--- src/rtl/kyber_pkg.sv ---
// Shared Kyber constants, 1-bit compression thresholds and the
// DecMp-to-message FSM encoding.
package kyber_pkg;

    localparam int          KYBER_N  = 256;
    localparam logic [15:0] KYBER_Q  = 16'd3329;
    localparam int          LANE_W   = 16;
    localparam int          WORD_W   = 128;
    localparam int          LANES    = WORD_W / LANE_W;
    localparam logic [7:0]  SUB_BASE = 8'd64;
    localparam logic [15:0] COMP_LO  = 16'd833;
    localparam logic [15:0] COMP_HI  = 16'd2496;

    typedef enum logic [2:0] {
        ST_IDLE = 3'd0,
        ST_ADDR = 3'd1,
        ST_CAPT = 3'd2,
        ST_EMIT = 3'd3,
        ST_DONE = 3'd4
    } tomsg_state_e;

endpackage

--- src/rtl/dec_poly_tomsg_bit.sv ---
// Compress_q(x,1) for one 16-bit lane: a single conditional subtract of Q
// (inputs are below 2Q), then the bit is set when the result is near Q/2.
import kyber_pkg::*;

module dec_poly_tomsg_bit (
    input  logic [LANE_W-1:0] lane,
    output logic              bit_out
);

    logic [LANE_W-1:0] lane_red_s;

    // reduce into [0, Q) and test the Q/4..3Q/4 window
    always_comb begin
        lane_red_s = lane;
        if (lane >= KYBER_Q) begin
            lane_red_s = lane - KYBER_Q;
        end else begin
            lane_red_s = lane;
        end
        bit_out = (lane_red_s >= COMP_LO) && (lane_red_s <= COMP_HI);
    end

endmodule

--- src/rtl/dec_poly_tomsg.sv ---
// Reads 32 DecMp words from the Sub BRAM, compresses each to one message
// byte and streams the bytes out over a valid/ready interface.
import kyber_pkg::*;

module dec_poly_tomsg (
    input  logic              clk,
    input  logic              rst_n,
    input  logic              enable,
    input  logic [WORD_W-1:0] Sub_RData,
    output logic [7:0]        Sub_RAd,
    output logic [7:0]        msg_byte,
    output logic [4:0]        msg_idx,
    output logic              msg_valid,
    input  logic              msg_ready,
    output logic              Function_done,
    output logic              busy
);

    tomsg_state_e state_r, state_nxt_s;

    logic [7:0] sub_rad_r,   sub_rad_nxt_s;
    logic [7:0] msg_byte_r,  msg_byte_nxt_s;
    logic [4:0] msg_idx_r,   msg_idx_nxt_s;
    logic       msg_valid_r, msg_valid_nxt_s;
    logic       done_r,      done_nxt_s;
    logic       busy_r,      busy_nxt_s;
    logic [7:0] comp_byte_s;
    logic       accept_s;
    logic       last_s;

    genvar g;
    generate
        for (g = 0; g < LANES; g++) begin : g_lane
            dec_poly_tomsg_bit u_bit (
                .lane    (Sub_RData[g*LANE_W +: LANE_W]),
                .bit_out (comp_byte_s[g])
            );
        end
    endgenerate

    assign accept_s = (state_r == ST_EMIT) && msg_valid_r && msg_ready;
    assign last_s   = (msg_idx_r == 5'd31);

    // state register
    always_ff @(posedge clk or negedge rst_n) begin
        if (!rst_n) begin
            state_r <= ST_IDLE;
        end else begin
            state_r <= state_nxt_s;
        end
    end

    // next-state logic
    always_comb begin
        state_nxt_s = state_r;
        case (state_r)
            ST_IDLE: begin
                if (enable) begin
                    state_nxt_s = ST_ADDR;
                end else begin
                    state_nxt_s = ST_IDLE;
                end
            end
            ST_ADDR: state_nxt_s = ST_CAPT;
            ST_CAPT: state_nxt_s = ST_EMIT;
            ST_EMIT: begin
                if (accept_s && last_s) begin
                    state_nxt_s = ST_DONE;
                end else if (accept_s) begin
                    state_nxt_s = ST_ADDR;
                end else begin
                    state_nxt_s = ST_EMIT;
                end
            end
            ST_DONE: state_nxt_s = ST_IDLE;
            default: state_nxt_s = ST_IDLE;
        endcase
    end

    // next values of the registered outputs
    always_comb begin
        sub_rad_nxt_s   = sub_rad_r;
        msg_byte_nxt_s  = msg_byte_r;
        msg_idx_nxt_s   = msg_idx_r;
        msg_valid_nxt_s = msg_valid_r;
        done_nxt_s      = done_r;
        busy_nxt_s      = busy_r;
        case (state_r)
            ST_IDLE: begin
                if (enable) begin
                    sub_rad_nxt_s = SUB_BASE;
                    msg_idx_nxt_s = 5'd0;
                    busy_nxt_s    = 1'b1;
                end else begin
                    busy_nxt_s    = 1'b0;
                end
            end
            ST_ADDR: begin
                msg_valid_nxt_s = 1'b0;
            end
            ST_CAPT: begin
                msg_byte_nxt_s  = comp_byte_s;
                msg_valid_nxt_s = 1'b1;
            end
            ST_EMIT: begin
                // address stays inside the 32-word window: it only advances before byte 31
                if (accept_s && last_s) begin
                    msg_valid_nxt_s = 1'b0;
                    done_nxt_s      = 1'b1;
                    busy_nxt_s      = 1'b0;
                end else if (accept_s) begin
                    msg_valid_nxt_s = 1'b0;
                    msg_idx_nxt_s   = msg_idx_r + 5'd1;
                    sub_rad_nxt_s   = sub_rad_r + 8'd1;
                end else begin
                    msg_valid_nxt_s = msg_valid_r;
                end
            end
            ST_DONE: begin
                done_nxt_s = 1'b0;
            end
            default: begin
                msg_valid_nxt_s = 1'b0;
                done_nxt_s      = 1'b0;
                busy_nxt_s      = 1'b0;
            end
        endcase
    end

    // output registers
    always_ff @(posedge clk or negedge rst_n) begin
        if (!rst_n) begin
            sub_rad_r   <= 8'd0;
            msg_byte_r  <= 8'd0;
            msg_idx_r   <= 5'd0;
            msg_valid_r <= 1'b0;
            done_r      <= 1'b0;
            busy_r      <= 1'b0;
        end else begin
            sub_rad_r   <= sub_rad_nxt_s;
            msg_byte_r  <= msg_byte_nxt_s;
            msg_idx_r   <= msg_idx_nxt_s;
            msg_valid_r <= msg_valid_nxt_s;
            done_r      <= done_nxt_s;
            busy_r      <= busy_nxt_s;
        end
    end

    assign Sub_RAd       = sub_rad_r;
    assign msg_byte      = msg_byte_r;
    assign msg_idx       = msg_idx_r;
    assign msg_valid     = msg_valid_r;
    assign Function_done = done_r;
    assign busy          = busy_r;

endmodule

--- config.mk ---
export PLATFORM = sky130hd
export DESIGN_NAME = dec_poly_tomsg
export DESIGN_NICKNAME = d
export VERILOG_FILES = /design/src/rtl/kyber_pkg.sv /design/src/rtl/dec_poly_tomsg_bit.sv /design/src/rtl/dec_poly_tomsg.sv
export SDC_FILE = /design/constraint.sdc
export NUM_CORES = 1
export LEC_CHECK = 0
export CELL_PAD_IN_SITES_DETAIL_PLACEMENT = 0
export CELL_PAD_IN_SITES_GLOBAL_PLACEMENT = 1
export CORE_ASPECT_RATIO = 1.25
export CORE_MARGIN = 2
export CORE_UTILIZATION = 32
export CTS_CLUSTER_SIZE = 16
export DETAILED_ROUTE_END_ITERATION = 12
export PLACE_DENSITY_LB_ADDON = 0.2
export SYNTH_ARGS = -nofsm -noshare
export SYNTH_HDL_FRONTEND = slang
export SYNTH_SLANG_ARGS = --single-unit
export TNS_END_PERCENT = 100
--- constraint.sdc ---
create_clock -name clk -period 2.5 [get_ports clk]
set_clock_uncertainty 0.1 [all_clocks]
set_input_delay 0.5 -clock clk [delete_from_list [all_inputs] [get_ports clk]]
set_output_delay 0.5 -clock clk [all_outputs]
set_load 0.01 [all_outputs]
# [Yosys cells after proc, flatten, opt, wreduce, memory -nomap -nowiden]
# Cells that the tools add are included.
[op_classes] add_sub_neg=10 order_cmp=24 n_eq_ne=10 muxes=28 n_bitwise=3 reduce_logical=20
[op_table] cell="16-bit by 10-bit greater-or-equal comparator with 1-bit output, second input constant" n=8
[op_table] cell="16-bit by 12-bit greater-or-equal comparator with 1-bit output, second input constant" n=8
[op_table] cell="16-bit by 12-bit <= comparator with 1-bit output, second input constant" n=8
[op_table] cell="16-bit two-way mux" n=8
[op_table] cell="16-bit by 12-bit subtractor with 16-bit output, second input constant" n=8
[op_table] cell="8-bit two-way mux" n=3
[op_table] cell="8-bit case mux with 2 select lines" n=1
[op_table] cell="5-bit two-way mux" n=3
[op_table] cell="3-bit case mux with 4 select lines" n=1
[op_table] cell="1-bit logical AND" n=11
[op_table] cell="5-bit case mux with 2 select lines" n=1
[op_table] cell="8-bit by 1-bit adder with 8-bit output, second input constant" n=1
[op_table] cell="3-bit by 2-bit == test with 1-bit output, second input constant" n=2
[op_table] cell="1-bit two-way mux" n=6
[op_table] cell="2-bit inequality test, second input constant" n=3
[op_table] cell="1-bit case mux with 3 select lines" n=2
[op_table] cell="2-bit AND reduction" n=3
[op_table] cell="3-bit OR reduction" n=2
[op_table] cell="5-bit by 1-bit adder with 5-bit output, second input constant" n=1
[op_table] cell="5-bit == test, second input constant" n=1
[op_table] cell="4-bit AND reduction" n=1
[op_table] cell="3-bit by 1-bit == test with 1-bit output, second input constant" n=1
[op_table] cell="3-bit == test, second input constant" n=1
[op_table] cell="3-bit zero test" n=1
[op_table] cell="other kinds (8)" n=10
[totals] register_bits=27 output_inout_bits=24

# [Depth between registers and ports, before layout]
[depth] depth_word=6 ltp_mapped=11

# [By module]
# From an unflattened synthesis, not the netlist that was laid out.
[unflattened] hier_cells=752 area_unflattened_um2=5689.2
[modules_own_cells] module="dec_poly_tomsg_bit" instances=8 cells_each=79 area_each_um2=541.8 seq_area_each_um2=0.0
[modules_own_cells] module="dec_poly_tomsg" instances=1 cells_each=120 area_each_um2=1355.0 seq_area_each_um2=675.6

# [Worst setup path before layout]
# Ideal clock, no wire load.
[synth_path] path_kind="input-to-reg" start="input port Sub_RData[113]" end="register msg_byte_r[7] (netlist: msg_byte[7])" setup_ns=0.087 arrival_time_ns=2.636 t_required_ns=2.313 slack_ns=-0.323 cell_stages=10 cell_sequence="inv_1 ha_1 or3b_2 o21ai_4 o31a_4 buf_6 nor3_1 or4b_1 a211o_1 a211oi_2"
[synth_between] elab_chain_len=4
[synth_rtl] element="start: declaration" line="dec_poly_tomsg.sv:9" text="input logic [WORD_W-1:0] Sub_RData,"
[synth_rtl] element="16-bit by 12-bit subtractor with 16-bit output / 16-bit by 12-bit greater-or-equal comparator with 1-bit output (equally long branches)" line="dec_poly_tomsg_bit.sv:16, dec_poly_tomsg_bit.sv:15"
[synth_rtl] element="16-bit two-way mux *" line="dec_poly_tomsg_bit.sv:15" text="if (lane >= KYBER_Q) begin"
[synth_rtl] element="16-bit by 10-bit greater-or-equal comparator with 1-bit output / 16-bit by 12-bit <= comparator with 1-bit output (equally long branches)" line="dec_poly_tomsg_bit.sv:20" text="bit_out = (lane_red_s >= COMP_LO) && (lane_red_s <= COMP_HI);"
[synth_rtl] element="1-bit logical AND *" line="dec_poly_tomsg_bit.sv:20"
[synth_rtl] element="end signal: assignment" line="dec_poly_tomsg.sv:141" text="msg_byte_r <= msg_byte_nxt_s;"
[synth_rtl] element="end: declaration" line="dec_poly_tomsg.sv:22" text="logic [7:0] msg_byte_r, msg_byte_nxt_s;"
# Every way passes the cells marked *; elsewhere a longest branch is shown, timed or not.
# A chain may end at the register's enable or synchronous reset.

# [Worst setup path after layout]
[layout_path] start="input port Sub_RData[38]" end="register msg_byte_r[2] (netlist: msg_byte[2])"
# Same word-level chain as after synthesis.

==> impl_metrics.csv <==
group,metric,value,unit
sta,report.final.slew_viol_count,0,
sta,hold_viol_final,0,
global_route,grt_use_total,22.70,%
yosys,synth.avg_cell_area,6.726,µm²
yosys,synth_area,5764,µm²
cts,cts_made_buffers,3,
drt,routedWlPerCell,15.05,µm
cts,clk_pin_slew,0.07,ns
drt,ant_nets,0,
layout,area_delta_synth_final,92.16,%
layout,final_common_cell,"buf_4",
pwr,power_frac_seq,21.5,%
critical_path,critPathMaxStageDelay,0.33,ns
pwr,powerDensity,185.3,nW/µm²
drt,met3_length,1.081,mm
drt,drcViolationCount,0,
placed_design,pre_cts_ws,-0.8360,ns
global_route,grt_start_max_net_pins,28,
placed_design,port_buffers,155,
yosys,yosysWarningCount,0,
drt,dr.first_iter.drc_count,548,
yosys,synth_cell_types,84,
global_route,antenna_found_initial,2,
critical_path,crit_family,"simple AND/OR/NAND/NOR gates",
sta,tightest_slew,0.6792,ns
pwr,power,2.053,mW
floorplanning,die_x,124.0,µm
critical_path,required,2.54,ns
sta,fin_ws,0.04823,ns
pwr,intPower,1.314,mW
min_path,hp-class,"primary input to asynchronous set/reset pin",
sta,setup_viol,0,
layout,final_nets,1459,
drt,wl,23.05,mm
cts,clock_path_buffers,2,
floorplanning,io_pins,156,
critical_path,cp_cell_sequence,"dlygate4sd2_1 -> nor4_2 -> buf_4 -> buf_4 -> nand2_2 -> buf_4 -> xnor2_1 -> o31ai_1 -> a32oi_1 -> nor4_2 -> nor4_2",
drt,wirelength_met1,9.743,mm
layout,layout_common_cells,"buf_4 (330), nor2_1 (82), nand2_1 (79)",
yosys,synth-seq-cells,27,
global_route,gr-total-overflow,0,
drt,route.met2.wl,11.91,mm
pwr,clockPowerShare,18.3,%
floorplanning,fp.dieArea,19110,µm²
yosys,seq_area_frac_synth,11.72,%
sta,max_freq,407.9,MHz
critical_path,crit_slowest_cell,"nor4_2",
critical_path,path_class,"primary input to flop",
pwr,switchingPower,0.7384,mW
cts,clock_latency,0.26,ns
critical_path,worst_setup_path_start_kind,"primary input",
critical_path,arrival,2.50,ns
job,cap_violations,0,
drt,via_per_inst,5.512,
status,outcome,"complete, no violations",
yosys,syn-instance-count,857,
cts,cts_tree,"yes",
sta,period_share,98.07,%
yosys,syn_nets,1008,
sta,slew_headroom,54.72,%
pwr,sw_frac_of_total,35.98,%
cts,hold_buffers,0,
floorplanning,die_height,154.1,µm
layout,drive_gt1_share,41.93,%
yosys,synth_edf_count,0,
layout,fillers,1577,
critical_path,path_max_fanout,6,
pwr,leakage,4.972,nW
placed_design,dp_hpwl,17.54,mm
sta,min_period,2.452,ns
critical_path,cp_num_buf_inv,4,
floorplanning,core_area,17570,µm²
critical_path,critPathCaptureType,"flop",
pwr,pwr-share-comb,60.1,%
floorplanning,start_util,32.81,%
drt,via_count,8444,
placed_design,place_congestion,0.9329,
global_route,grt_pass1_vias,8120,
drt,firstDrtPassIters,5,
drt,highest_layer,"met5",
cts,root_buffer,"clkbuf_16",
yosys,synth_ff_type,"dfrtp_1",
yosys,async_flop_share,100.0,%
pwr,peakVddDrop,0.1899,mV
cts,cts.sinks,27,
floorplanning,row_count,54,
global_route,grt_pass1_wl,36.98,mm
cts,htreeDepth,1,
registers in the layout (all words and copies together) (netlist names):
signal / cells
state_r: 3
msg_valid: 1
Function_done: 1
Sub_RAd: 8
msg_byte: 8
msg_idx: 5
busy: 1
synth_stat cells (6+ instances only):
| cell type | number | area share (%) |
|---|---|---|
| nor2_1 | 90 | 5.9 |
| nand2_1 | 86 | 5.6 |
| o21ai_0 | 49 | 4.3 |
| a21oi_1 | 47 | 4.1 |
| clkbuf_1 | 41 | 2.7 |
| nor3_1 | 41 | 3.6 |
| inv_1 | 38 | 2.5 |
| dfrtp_1 | 27 | 12 |
| nor4_1 | 27 | 2.9 |
| a31oi_1 | 26 | 2.8 |
| nand3_1 | 21 | 1.8 |
| ha_1 | 19 | 4.1 |
| nand4_1 | 17 | 1.8 |
| o211ai_1 | 16 | 2.1 |
| and2_1 | 15 | 1.6 |
| and3_1 | 15 | 1.6 |
| xnor2_1 | 14 | 2.1 |
| xor2_1 | 14 | 2.1 |
| or3_1 | 12 | 1.3 |
| a2111oi_0 | 11 | 1.7 |
| or4_1 | 11 | 1.4 |
| nor3b_1 | 10 | 1.3 |
| o31ai_1 | 10 | 1.3 |
| a21o_1 | 9 | 1.2 |
| a32oi_1 | 9 | 1.4 |
| mux2i_1 | 9 | 1.6 |
| nor4b_1 | 8 | 1.2 |
| a211oi_1 | 7 | 0.91 |
| a311oi_1 | 7 | 1.1 |
| a211o_1 | 6 | 0.91 |
| nand2b_1 | 6 | 0.65 |
| nor2b_1 | 6 | 0.65 |
| or2_2 | 6 | 0.65 |
worst register-to-register path, stage by stage (launching register included):
cell and delay, ns:
dfrtp_1 0.43, inv_1 0.15, nand3_1 0.16, buf_12 0.21
a311o_1 0.37, a2111oi_4 0.34, a31oi_1 0.13, a311oi_1 0.25
path summary, 6_finish.rpt:
check	startpoint	endpoint	slack [ns]	cells past startpoint
hold / removal	rst_n	msg_byte[4]	0.16	1
setup / recovery	Sub_RData[38]	msg_byte[2]	0.05	11
min in group clk	Function_done	Function_done	0.40	1
max in group asynchronous	rst_n	msg_idx[1]	1.69	1
hold reg to reg	Function_done	Function_done	0.40	1
setup reg to reg	state_r[2]	msg_byte[1]	0.26	7
metal layers:
layer	GRT usage, %	vias up
met1	29.06	3966
met3	3.301	28
met2	40.12	212
li1	-	4236
met4	4.173	2
met5	0	-
area by class of cell:
cell class	count	area, µm²	area share (%)
clock buffer	4	78.83	0.7116
inverter	38	160.2	1.446
antenna	1	2.502	0.02259
timing repair buffer	496	4125	37.24
multi-input combinational	742	5754	51.95
sequential	27	675.6	6.100
tap	224	280.3	2.530
through the flow:
| stage | hold slack, ns | setup TNS [ns] | std cells | utilization (%) | area, µm² |
|---|---|---|---|---|---|
| 2_1_floorplan | 0.1044 | -0.2511 | 857 | - | 5926 |
| 3_3_place_gp | 0.3580 | -4.388 | 1486 | 55.76 | 9796 |
| 3_5_place_dp | 0.3810 | -4.704 | 1486 | 55.76 | 9796 |
| 4_1_cts | 0.2040 | 0 | 1515 | 59.17 | 10400 |
| 5_1_grt | 0.2176 | -0.1835 | 1531 | 63.04 | 11070 |
| 6_report | 0.1592 | 0 | 1532 | 63.06 | 11080 |
power by group through the flow:
| stage | Sequential, mW | Clock, mW | Combinational, mW |
|---|---|---|---|
| 6_report | 0.442 | 0.377 | 1.23 |
| 4_1_cts | 0.442 | 0.392 | 1.15 |
| 5_1_grt | 0.442 | 0.407 | 1.34 |
| 3_5_place_dp | 0.451 | 0 | 1.10 |
| 3_3_place_gp | 0.451 | 0 | 1.09 |
| 2_1_floorplan | 0.451 | 0 | 0.438 |
logic make-up (layout without fill, tap and decap cells):
family                   Yosys count  count (layout)  share of synthesized area, %
AO/OA/AOI/OAI                    287             287                         35.49
XOR/XNOR                          28              28                         4.254
adder cells (fa/ha/maj)           19              19                         4.124
buffers and inverters             88             538                         6.056
flip-flops                        27              27                         11.72
multiplexers                      10              10                         1.758
other                              0               1                             0
AND/OR/NAND/NOR                  398             398                         36.60
what timing repair did:
item / 4_1_cts / 5_1_grt
gates resized for setup: 200 / 167
endpoints found under the setup margin: 8 / 8
pin swaps: 68 / 91
buffers inserted: 27 / 16
No activity file was read; power rests on OpenSTA's default activity.
